==> src/rtl/dbbif_pkg.sv <==
`default_nettype none
// ============================================================================
//  Module      : dbbif_pkg
//  Description : Shared types and constants for the DBBIF copy master:
//                FSM state encoding, burst ceiling and address boundary.
//  Revision    : 1.0  initial release
// ============================================================================
package dbbif_pkg;

    typedef enum logic [2:0] {
        ST_IDLE    = 3'd0,
        ST_RD_ADDR = 3'd1,
        ST_RD_DATA = 3'd2,
        ST_WR_ADDR = 3'd3,
        ST_WR_DATA = 3'd4,
        ST_WR_RESP = 3'd5
    } dbbif_state_e;

    // Longest burst the AXI-style 4-bit len field can describe.
    localparam int BURST_MAX      = 16;
    // No burst may cross this address boundary on either side of the copy.
    localparam int BOUNDARY_BYTES = 4096;

endpackage
`default_nettype wire

==> src/rtl/dbbif_burst_calc.sv <==
`default_nettype none
// ============================================================================
//  Module      : dbbif_burst_calc
//  Description : Combinational burst length: the smallest of the beats still
//                to copy, BURST_MAX, and the beats left before the next
//                BOUNDARY_BYTES boundary of the source and of the destination.
//  Revision    : 1.0  initial release
// ============================================================================
module dbbif_burst_calc
    import dbbif_pkg::*;
#(
    parameter int ADDR_WIDTH = 32,
    parameter int DATA_WIDTH = 64
) (
    input  logic [ADDR_WIDTH-1:0] src_i,
    input  logic [ADDR_WIDTH-1:0] dst_i,
    input  logic [8:0]            remaining_i,
    output logic [4:0]            len_o
);

    localparam int                    BYTE_SHIFT = $clog2(DATA_WIDTH / 8);
    localparam logic [ADDR_WIDTH-1:0] BND        = ADDR_WIDTH'(BOUNDARY_BYTES);

    logic [ADDR_WIDTH-1:0] src_room;
    logic [ADDR_WIDTH-1:0] dst_room;

    // Addresses are beat aligned, so the room is always at least one beat.
    assign src_room = (BND - (src_i & (BND - 1'b1))) >> BYTE_SHIFT;
    assign dst_room = (BND - (dst_i & (BND - 1'b1))) >> BYTE_SHIFT;

    // Running minimum, starting from the burst ceiling.
    always_comb begin
        len_o = 5'(BURST_MAX);
        if (ADDR_WIDTH'(remaining_i) < ADDR_WIDTH'(len_o)) len_o = remaining_i[4:0];
        if (src_room < ADDR_WIDTH'(len_o))                 len_o = src_room[4:0];
        if (dst_room < ADDR_WIDTH'(len_o))                 len_o = dst_room[4:0];
    end

endmodule
`default_nettype wire

==> src/rtl/dbbif_copy_master.sv <==
`default_nettype none
// ============================================================================
//  Module      : dbbif_copy_master
//  Description : Memory-to-memory copy engine on the NVDLA DBB (AXI-like)
//                port. Reads one burst into a 16-entry buffer, writes it back
//                out, waits for the response, and repeats until done. One
//                burst is in flight at a time.
//  Revision    : 1.0  initial release
// ============================================================================
module dbbif_copy_master
    import dbbif_pkg::*;
#(
    parameter int         ADDR_WIDTH = 32,
    parameter int         DATA_WIDTH = 64,
    parameter logic [7:0] RD_ID      = 8'h01,
    parameter logic [7:0] WR_ID      = 8'h02
) (
    input  logic                    clk,
    input  logic                    rst_n,
    input  logic                    cmd_valid,
    output logic                    cmd_ready,
    input  logic [ADDR_WIDTH-1:0]   cmd_src_addr,
    input  logic [ADDR_WIDTH-1:0]   cmd_dst_addr,
    input  logic [7:0]              cmd_beats,
    output logic                    busy,
    output logic                    done,
    output logic                    err,
    output logic                    nvdla_core2dbb_aw_awvalid,
    input  logic                    nvdla_core2dbb_aw_awready,
    output logic [3:0]              nvdla_core2dbb_aw_awlen,
    output logic [ADDR_WIDTH-1:0]   nvdla_core2dbb_aw_awaddr,
    output logic [7:0]              nvdla_core2dbb_aw_awid,
    output logic                    nvdla_core2dbb_w_wvalid,
    input  logic                    nvdla_core2dbb_w_wready,
    output logic [DATA_WIDTH-1:0]   nvdla_core2dbb_w_wdata,
    output logic                    nvdla_core2dbb_w_wlast,
    output logic [DATA_WIDTH/8-1:0] nvdla_core2dbb_w_wstrb,
    input  logic                    nvdla_core2dbb_b_bvalid,
    output logic                    nvdla_core2dbb_b_bready,
    input  logic [7:0]              nvdla_core2dbb_b_bid,
    output logic                    nvdla_core2dbb_ar_arvalid,
    input  logic                    nvdla_core2dbb_ar_arready,
    output logic [3:0]              nvdla_core2dbb_ar_arlen,
    output logic [ADDR_WIDTH-1:0]   nvdla_core2dbb_ar_araddr,
    output logic [7:0]              nvdla_core2dbb_ar_arid,
    input  logic                    nvdla_core2dbb_r_rvalid,
    output logic                    nvdla_core2dbb_r_rready,
    input  logic                    nvdla_core2dbb_r_rlast,
    input  logic [DATA_WIDTH-1:0]   nvdla_core2dbb_r_rdata,
    input  logic [7:0]              nvdla_core2dbb_r_rid
);

    localparam int                    STRB_W     = DATA_WIDTH / 8;
    localparam int                    BYTE_SHIFT = $clog2(STRB_W);
    localparam logic [ADDR_WIDTH-1:0] ALIGN_MASK = ~ADDR_WIDTH'(STRB_W - 1);

    dbbif_state_e          state_q, state_d;
    logic [ADDR_WIDTH-1:0] src_q, src_d;
    logic [ADDR_WIDTH-1:0] dst_q, dst_d;
    logic [8:0]            rem_q, rem_d;
    logic [3:0]            lenm1_q, lenm1_d;
    logic [3:0]            ridx_q, ridx_d;
    logic [3:0]            widx_q, widx_d;
    logic                  err_q, err_d;
    logic                  done_q, done_d;
    logic                  cmd_ready_q, busy_q;
    logic                  arvalid_q, rready_q, awvalid_q, wvalid_q, bready_q;
    logic [7:0]            arid_q, awid_q;
    logic [DATA_WIDTH-1:0] buf_q [BURST_MAX];
    logic                  buf_we;
    logic [4:0]            burst_len;
    logic [4:0]            cur_len;
    logic [ADDR_WIDTH-1:0] step;

    // Length is sized from the values the engine is about to hold, so it is
    // ready to latch on the same edge that enters RD_ADDR.
    dbbif_burst_calc #(
        .ADDR_WIDTH (ADDR_WIDTH),
        .DATA_WIDTH (DATA_WIDTH)
    ) u_burst_calc (
        .src_i       (src_d),
        .dst_i       (dst_d),
        .remaining_i (rem_d),
        .len_o       (burst_len)
    );

    assign cur_len = {1'b0, lenm1_q} + 5'd1;
    assign step    = ADDR_WIDTH'(cur_len) << BYTE_SHIFT;

    // Next-state and datapath updates for the copy sequence.
    always_comb begin
        state_d = state_q;
        src_d   = src_q;
        dst_d   = dst_q;
        rem_d   = rem_q;
        lenm1_d = lenm1_q;
        ridx_d  = ridx_q;
        widx_d  = widx_q;
        err_d   = err_q;
        done_d  = 1'b0;
        buf_we  = 1'b0;
        case (state_q)
            ST_IDLE: begin
                if (cmd_valid) begin
                    src_d   = cmd_src_addr & ALIGN_MASK;
                    dst_d   = cmd_dst_addr & ALIGN_MASK;
                    rem_d   = {1'b0, cmd_beats} + 9'd1;
                    err_d   = 1'b0;
                    state_d = ST_RD_ADDR;
                end
            end
            ST_RD_ADDR: begin
                if (arvalid_q && nvdla_core2dbb_ar_arready) begin
                    ridx_d  = 4'd0;
                    state_d = ST_RD_DATA;
                end
            end
            ST_RD_DATA: begin
                if (rready_q && nvdla_core2dbb_r_rvalid) begin
                    buf_we = 1'b1;
                    ridx_d = ridx_q + 4'd1;
                    if (nvdla_core2dbb_r_rid != RD_ID) err_d = 1'b1;
                    if (nvdla_core2dbb_r_rlast || (ridx_q == lenm1_q)) state_d = ST_WR_ADDR;
                end
            end
            ST_WR_ADDR: begin
                if (awvalid_q && nvdla_core2dbb_aw_awready) begin
                    widx_d  = 4'd0;
                    state_d = ST_WR_DATA;
                end
            end
            ST_WR_DATA: begin
                if (wvalid_q && nvdla_core2dbb_w_wready) begin
                    if (widx_q == lenm1_q) state_d = ST_WR_RESP;
                    else                   widx_d  = widx_q + 4'd1;
                end
            end
            ST_WR_RESP: begin
                if (bready_q && nvdla_core2dbb_b_bvalid) begin
                    if (nvdla_core2dbb_b_bid != WR_ID) err_d = 1'b1;
                    src_d = src_q + step;
                    dst_d = dst_q + step;
                    rem_d = rem_q - 9'(cur_len);
                    if (rem_q == 9'(cur_len)) begin
                        done_d  = 1'b1;
                        state_d = ST_IDLE;
                    end else begin
                        state_d = ST_RD_ADDR;
                    end
                end
            end
            default: state_d = ST_IDLE;
        endcase
        if ((state_d == ST_RD_ADDR) && (state_q != ST_RD_ADDR)) lenm1_d = 4'(burst_len - 5'd1);
    end

    // State, datapath and registered handshake outputs.
    always_ff @(posedge clk or negedge rst_n) begin
        if (!rst_n) begin
            state_q     <= ST_IDLE;
            src_q       <= '0;
            dst_q       <= '0;
            rem_q       <= '0;
            lenm1_q     <= '0;
            ridx_q      <= '0;
            widx_q      <= '0;
            err_q       <= 1'b0;
            done_q      <= 1'b0;
            cmd_ready_q <= 1'b1;
            busy_q      <= 1'b0;
            arvalid_q   <= 1'b0;
            rready_q    <= 1'b0;
            awvalid_q   <= 1'b0;
            wvalid_q    <= 1'b0;
            bready_q    <= 1'b0;
            arid_q      <= '0;
            awid_q      <= '0;
        end else begin
            state_q     <= state_d;
            src_q       <= src_d;
            dst_q       <= dst_d;
            rem_q       <= rem_d;
            lenm1_q     <= lenm1_d;
            ridx_q      <= ridx_d;
            widx_q      <= widx_d;
            err_q       <= err_d;
            done_q      <= done_d;
            cmd_ready_q <= (state_d == ST_IDLE);
            busy_q      <= (state_d != ST_IDLE);
            arvalid_q   <= (state_d == ST_RD_ADDR);
            rready_q    <= (state_d == ST_RD_DATA);
            awvalid_q   <= (state_d == ST_WR_ADDR);
            wvalid_q    <= (state_d == ST_WR_DATA);
            bready_q    <= (state_d == ST_WR_RESP);
            arid_q      <= RD_ID;
            awid_q      <= WR_ID;
        end
    end

    // Burst buffer; contents are don't-care after reset.
    always_ff @(posedge clk) begin
        if (buf_we) buf_q[ridx_q] <= nvdla_core2dbb_r_rdata;
    end

    assign cmd_ready = cmd_ready_q;
    assign busy      = busy_q;
    assign done      = done_q;
    assign err       = err_q;

    assign nvdla_core2dbb_ar_arvalid = arvalid_q;
    assign nvdla_core2dbb_ar_araddr  = src_q;
    assign nvdla_core2dbb_ar_arlen   = lenm1_q;
    assign nvdla_core2dbb_ar_arid    = arid_q;
    assign nvdla_core2dbb_r_rready   = rready_q;

    assign nvdla_core2dbb_aw_awvalid = awvalid_q;
    assign nvdla_core2dbb_aw_awaddr  = dst_q;
    assign nvdla_core2dbb_aw_awlen   = lenm1_q;
    assign nvdla_core2dbb_aw_awid    = awid_q;

    assign nvdla_core2dbb_w_wvalid   = wvalid_q;
    assign nvdla_core2dbb_w_wdata    = wvalid_q ? buf_q[widx_q] : '0;
    assign nvdla_core2dbb_w_wlast    = wvalid_q && (widx_q == lenm1_q);
    assign nvdla_core2dbb_w_wstrb    = {STRB_W{wvalid_q}};
    assign nvdla_core2dbb_b_bready   = bready_q;

endmodule
`default_nettype wire
==> config.mk <==
export PLATFORM = sky130hd
export DESIGN_NAME = dbbif_copy_master
export DESIGN_NICKNAME = d
export VERILOG_FILES = /design/src/rtl/dbbif_pkg.sv /design/src/rtl/dbbif_burst_calc.sv /design/src/rtl/dbbif_copy_master.sv
export SDC_FILE = /design/constraint.sdc
export NUM_CORES = 1
export LEC_CHECK = 0
export BUFFER_PORTS_ARGS = -buffer_cell sky130_fd_sc_hd__buf_2
export CORE_ASPECT_RATIO = 0.5
export CORE_UTILIZATION = 35
export DETAILED_ROUTE_END_ITERATION = 8
export HOLD_SLACK_MARGIN = 0.03
export PLACE_DENSITY = 0.54
export SKIP_CTS_REPAIR_TIMING = 1
export SLEW_MARGIN = 30
export SYNTH_ARGS = -nofsm -noshare
export SYNTH_HDL_FRONTEND = slang
export SYNTH_SLANG_ARGS = --single-unit
==> constraint.sdc <==
create_clock -name clk -period 7.85 [get_ports clk]
set_input_delay 0.3925 -clock clk [delete_from_list [all_inputs] [get_ports clk]]
set_output_delay 0.3925 -clock clk [all_outputs]
set_load 0.01 [all_outputs]
After elaboration in Yosys (flattened, before gate mapping):

Memory sizes are Yosys's and may differ from the RTL's.
Index checks and enable logic that the tools add are counted.

* muxes and demuxes: 43
* add/sub/neg operators: 10
* equality and inequality tests: 25
* reduce and logical (&&, ||, !) cells: 19
* order comparisons: 3

Operators by type and width (number)
* $mux W32: 4
* $pmux W32 S2: 2
* $add A32 B8 Y32: 2
* $mux W64: 1
* $lt A29 B5 Y1: 2
* $sub A13 B12 Y14 const A: 2
* $mux W3: 8
* $mux W4: 6
* $mux W9: 2
* $ne A2 B2 Y1 const B: 9
* $pmux W3 S6: 1
* $pmux W9 S2: 1
* $pmux W4 S2: 2
* $mux W1: 13
* $eq A3 B2 Y1 const B: 4
* $eq A3 B3 Y1 const B: 4
* $mux W5: 2
* $add A8 B1 Y9 const B: 1
* $eq A9 B5 Y1: 1
* $lt A9 B5 Y1 const B: 1
* $sub A9 B5 Y9: 1
* $add A4 B1 Y4 const B: 2
* $eq A4 B4 Y1: 2
* $ne A8 B1 Y1 const B: 1
* 14 further kinds: 26

* input bits: 161
* output and inout bits: 170
* flip-flop bits (word level): 98
* logic and storage cells: 120
* bits in writable memories: 1024
* memories: 1

Memory list
* buf_q: words 16, bits a word 64, read ports 1, clocked after memory_dff 0, write ports 1, line dbbif_copy_master.sv:69 `logic [DATA_WIDTH-1:0] buf_q [BURST_MAX];`

Logic depth before layout (Yosys ltp):

* word-level depth: 11
* mapped depth: 38
* mapped depth without buffers: 36

By module:

A second synthesis with hierarchy kept.

* cells, all modules: 2302
* area, all modules: 45980.3 um2

By module, submodules not included
* dbbif_copy_master: area each 45328.5 um2, instances 1, cells each 2221
* dbbif_burst_calc: area each 651.9 um2, instances 1, cells each 81

Worst setup path after synthesis:

Ideal clock, no wire load.

* path type: reg-to-reg
* start: reg lenm1_q[0], in the netlist nvdla_core2dbb_ar_arlen[0]
* end: reg lenm1_q[2], in the netlist nvdla_core2dbb_ar_arlen[2]
* data required time: 7.718 ns
* buffers on the path: 1
* cell stages (with the launch flop): 33
* arrival: 6.630 ns
* clock period less this slack: 6.762 ns
* path slack: 1.088 ns
* cell sequence: dfrtp_1 > ha_1 > inv_1 > fa_1 > a211oi_1 > nor2_1 > o311a_1 > a211o_1 > or2_1 > nor4_4 > nand2_1 > ha_1 > a21oi_1 > nor2b_1 > o21ai_0 > and3b_1 > o2111a_1 > o21a_1 > buf_2 > mux2_2 > ha_1 > a21oi_1 > nor2b_1 > o21ai_0 > nand2b_1 > a311oi_1 > nand4_1 > a21o_4 > mux2i_2 > ha_1 > and3_1 > a311oi_1 > nand3_1

* longest elaborated chain between the ends: 11
* elaborated cells on any way between the ends: 32
* classes of those cells: 7 x add/sub; 3 x order compare; 4 x eq/ne; 16 x mux; 2 x reduce/logical

Ends and longest elaborated chain
* start, declared: line dbbif_copy_master.sv:61 `logic [3:0] lenm1_q, lenm1_d;`
* start signal, assigned: line dbbif_copy_master.sv:183 `lenm1_q <= lenm1_d;`
* $add A4 B1 Y5 (*): line dbbif_copy_master.sv:87 `assign cur_len = {1'b0, lenm1_q} + 5'd1;`
* $sub A9 B5 Y9 (*): line dbbif_copy_master.sv:143 `rem_d = rem_q - 9'(cur_len);`
* $mux W9 (*): line dbbif_copy_master.sv:139 `if (bready_q && nvdla_core2dbb_b_bvalid) begin`
* $pmux W9 S2 (*): line dbbif_copy_master.sv:102 `case (state_q)`
* via rem_d[6]: line dbbif_copy_master.sv:60 `logic [8:0] rem_q, rem_d;`
* $lt A9 B5 Y1 (*): line dbbif_burst_calc.sv:34 `if (ADDR_WIDTH'(remaining_i) < ADDR_WIDTH'(len_o)) len_o = remaining_i[4:0];`
* $mux W5 (*): line dbbif_burst_calc.sv:34
* $lt A29 B5 Y1: line dbbif_burst_calc.sv:35 `if (src_room < ADDR_WIDTH'(len_o)) len_o = src_room[4:0];`
* $mux W5 (*): line dbbif_burst_calc.sv:35
* $lt A29 B5 Y1: line dbbif_burst_calc.sv:36 `if (dst_room < ADDR_WIDTH'(len_o)) len_o = dst_room[4:0];`
* $mux W4 (*): line dbbif_burst_calc.sv:36
* $sub A4 B1 Y4 (*): line dbbif_copy_master.sv:154 `if ((state_d == ST_RD_ADDR) && (state_q != ST_RD_ADDR)) lenm1_d = 4'(burst_len - 5'd1);`

Mark *: on every way through the listed nets, which the timed path passes. The rest lies on a longest branch. The select of a mux whose other input is x is not followed.
A chain may end at the register's enable or synchronous reset.

Worst setup path after layout:

* start: reg lenm1_q[1], in the netlist nvdla_core2dbb_ar_arlen[1]
* end: reg lenm1_q[2], in the netlist nvdla_core2dbb_ar_arlen[2]

The elaborated chain is that of the path after synthesis.

==> metrics.yaml <==
layout-drive-gt1-share: 0.3018
slowest_stage: "dfrtp_2"
syn_area_per_cell_um2: 19.62
synth_top_cell_by_area: "edfxtp_1"
maxCapViolCount: 0
synth_cells: 2336
dp_hpwl_um: 65310
overflow: 0
crit_arrival_ps: 8060
setup_ws_ps: 352.3
antenna_left: 0
grt_pass1_vias: 24720
synth.distinct_cells: 75
vias: 24240
die_y_um: 257.9
crit_path_end: "nvdla_core2dbb_ar_arlen[2]$_DFFE_PN0P_"
fin_crit_sh: 0.9551
tritoncts: "done"
cpMostUsedCell: "ha_1"
slew_headroom: 0.3129
finalNonFillerCells: 4604
wl_per_cell_um: 25.52
ff2ff_setup_slack_ps: 350
insertion_delay_ps: 720
layout_common_cells: "edfxtp_1, mux4_2, buf_2"
grt_max_degree: 144
num_rows: 93
slew_viol_final: 0
rsz0062_at_grt: "false"
worst_pin_slew_ps: 1031
ys_seq_elements: 1122
r2r_cells: 34
synth_top_area_frac: 0.6708
syn_area_mm2: 0.04584
htreeDepth: 3
setup_viol: 0
yosysWarnings: 0
nNetsFinal: 2963
tns_ps: 0
startpoint: "nvdla_core2dbb_ar_arlen[1]$_DFFE_PN0P_"
grt_antenna_before_repair: 5
die_w_um: 513.8
syn_to_final_growth_pct: 17.18
synthArstFlopShare: 0.08734
ys_top_cells_by_area: "edfxtp_1, mux4_2, dfrtp_1"
synth.yosys.seq_area_share: 0.7243
cp_data_required_time_ps: 8420
slowest_delay_ps: 470
powerDensity_mw_per_mm2: 286.5
die_area_mm2: 0.1325
layout_commonest_cell: "edfxtp_1"
ios: 331
clockBufferDepth: 3
r2r-end: "nvdla_core2dbb_ar_arlen[2]$_DFFE_PN0P_"
gr-usage-all-layers: 0.1760
peakVddDrop_mv: 0.2734
grt_pass1_wl_um: 170900
dp_cells: 4319
wl_um: 117500
cts.clk_slew.worst_paths_ps: 70
cts_buffers: 103
cts_root_buf: "clkbuf_16"
port_buffers: 310
dp_slack_ps: 210.7
start_util: 0.3546
dr.first_iter.drc_count: 2075
hp-class: "in -> reg"
status: "finished, final reports clean"
timing.rr.start: "nvdla_core2dbb_ar_arlen[1]$_DFFE_PN0P_"
cp-start-kind: "register"
path_class: "reg -> reg"
core-area_mm2: 0.1293
fmax_mhz: 133.4
drc: 0
synth_ff_type: "edfxtp_1"
fin_skew_ps: 41.17
fillers: 11510
gp_congestion: 0.8606
crit_fanout: 7
leakagePower_nw: 17.69
drt_first_pass_iters: 7
cp-end-kind: "register"
period_minus_slack_ps: 7498
cts_num_sinks: 1122
synth_edf_count: 1024
hold_viol: 0
viasPerCell: 5.265
## critical path: cells and delay by family (launching register included)
family / cells / cell delay (ps)
AOI/OAI and AO/OA: 12 / 2540
adders and majority gates: 5 / 1620
and+or+nand+nor: 11 / 1620
muxes: 2 / 600
buffers and inverters: 4 / 540
DFF: 1 / 470
## Yosys cell counts (all sizes together), types with 4 or more instances
| cell | number |
|---|---|
| mux4 | 320 |
| nor2 | 56 |
| xor2 | 23 |
| and2 | 98 |
| a22oi | 13 |
| nand3 | 32 |
| o21ai | 56 |
| ha | 31 |
| o311ai | 5 |
| nor2b | 9 |
| and4 | 4 |
| nand2 | 96 |
| a31oi | 11 |
| o221ai | 4 |
| inv | 40 |
| o21a | 5 |
| o31ai | 4 |
| nand4 | 18 |
| clkbuf | 76 |
| a21oi | 41 |
| o211ai | 17 |
| nand2b | 5 |
| nor3b | 6 |
| or4 | 4 |
| xnor2 | 19 |
| nor4 | 15 |
| a21o | 10 |
| buf | 71 |
| edfxtp | 1024 |
| o211a | 4 |
| mux2i | 8 |
| or3 | 7 |
| mux2 | 4 |
| a221o | 17 |
| a211oi | 5 |
| nor4b | 4 |
| and3 | 12 |
| nor3 | 19 |
| dfrtp | 97 |
## worst min-delay path by stage
| stage | from | to | slack, ps | cells past startpoint |
|---|---|---|---|---|
| after floorplan | rst_n | busy$_DFF_PN0_ | 100 | 0 |
| after global placement | rst_n | nvdla_core2dbb_aw_awaddr[2]$_DFF_PN0_ | 410 | 1 |
| after detailed placement | rst_n | nvdla_core2dbb_aw_awaddr[0]$_DFF_PN0_ | 410 | 1 |
| after CTS | rst_n | rem_q[5]$_DFF_PN0_ | -360 | 1 |
| after global routing | nvdla_core2dbb_r_rdata[6] | buf_q[14][6]$_DFFE_PP_ | 30 | 1 |
| final | nvdla_core2dbb_r_rdata[4] | buf_q[2][4]$_DFFE_PP_ | 60 | 1 |
## stage by stage
step / hold WS (ps) / cell area, um2 / util / power (W)
6_report: 61.08 / 53720 / 0.4155 / 0.01539
5_1_grt: 32.31 / 53710 / 0.4155 / 0.01607
4_1_cts: -362.6 / 52700 / 0.4076 / 0.01547
3_5_place_dp: 411.2 / 49520 / 0.3831 / 0.01060
3_3_place_gp: 409.8 / 49410 / 0.3822 / 0.01059
2_1_floorplan: 96.91 / 45890 / - / 0.009425
## registers in the layout, indices dropped and copies added, names as in the netlist, 3 cells and up
register                  flops
rem_q                         9
nvdla_core2dbb_ar_arlen       4
state_q                       3
nvdla_core2dbb_ar_araddr     32
nvdla_core2dbb_aw_awaddr     32
buf_q                      1024
ridx_q                        4
widx_q                        4
## cell type report
class,count,area (um2),share of cell area
antenna,1,2.502,0.00004659
clock buffer,131,2704,0.05034
clock inverter,52,471.7,0.008781
inverter,40,150.1,0.002795
multi-input combinational,1040,11950,0.2224
sequential,1122,33230,0.6185
tap,1757,2198,0.04093
timing repair buffer,461,3017,0.05616
## report_power, final
group	internal, W	total (W)	switching [W]
registers	0.00675	0.00711	0.000361
clock network	0.00261	0.00485	0.00224
logic	0.00154	0.00343	0.00189
## cell families (layout without fill, tap and decap cells)
logic type | after synthesis | count (layout) | share of synthesized area
other | 2 | 16 | 0.0001638
DFF | 1122 | 1122 | 0.7243
buffers and inverters | 187 | 684 | 0.01785
and+or+nand+nor | 400 | 400 | 0.04681
AOI/OAI and AO/OA | 217 | 217 | 0.03297
muxes | 332 | 332 | 0.1601
xor gates and xnor gates | 42 | 42 | 0.008024
adders and majority gates | 34 | 34 | 0.009771
## per-layer routing
layer  up-vias  track usage  wire, um
met5         -            0         0
met2       696       0.2933     57950
met4         0      0.03891      2052
li1      10420            -         -
met1     12970       0.2392     51370
met3       152      0.03444      6097
(Power assumes the default switching activity.)
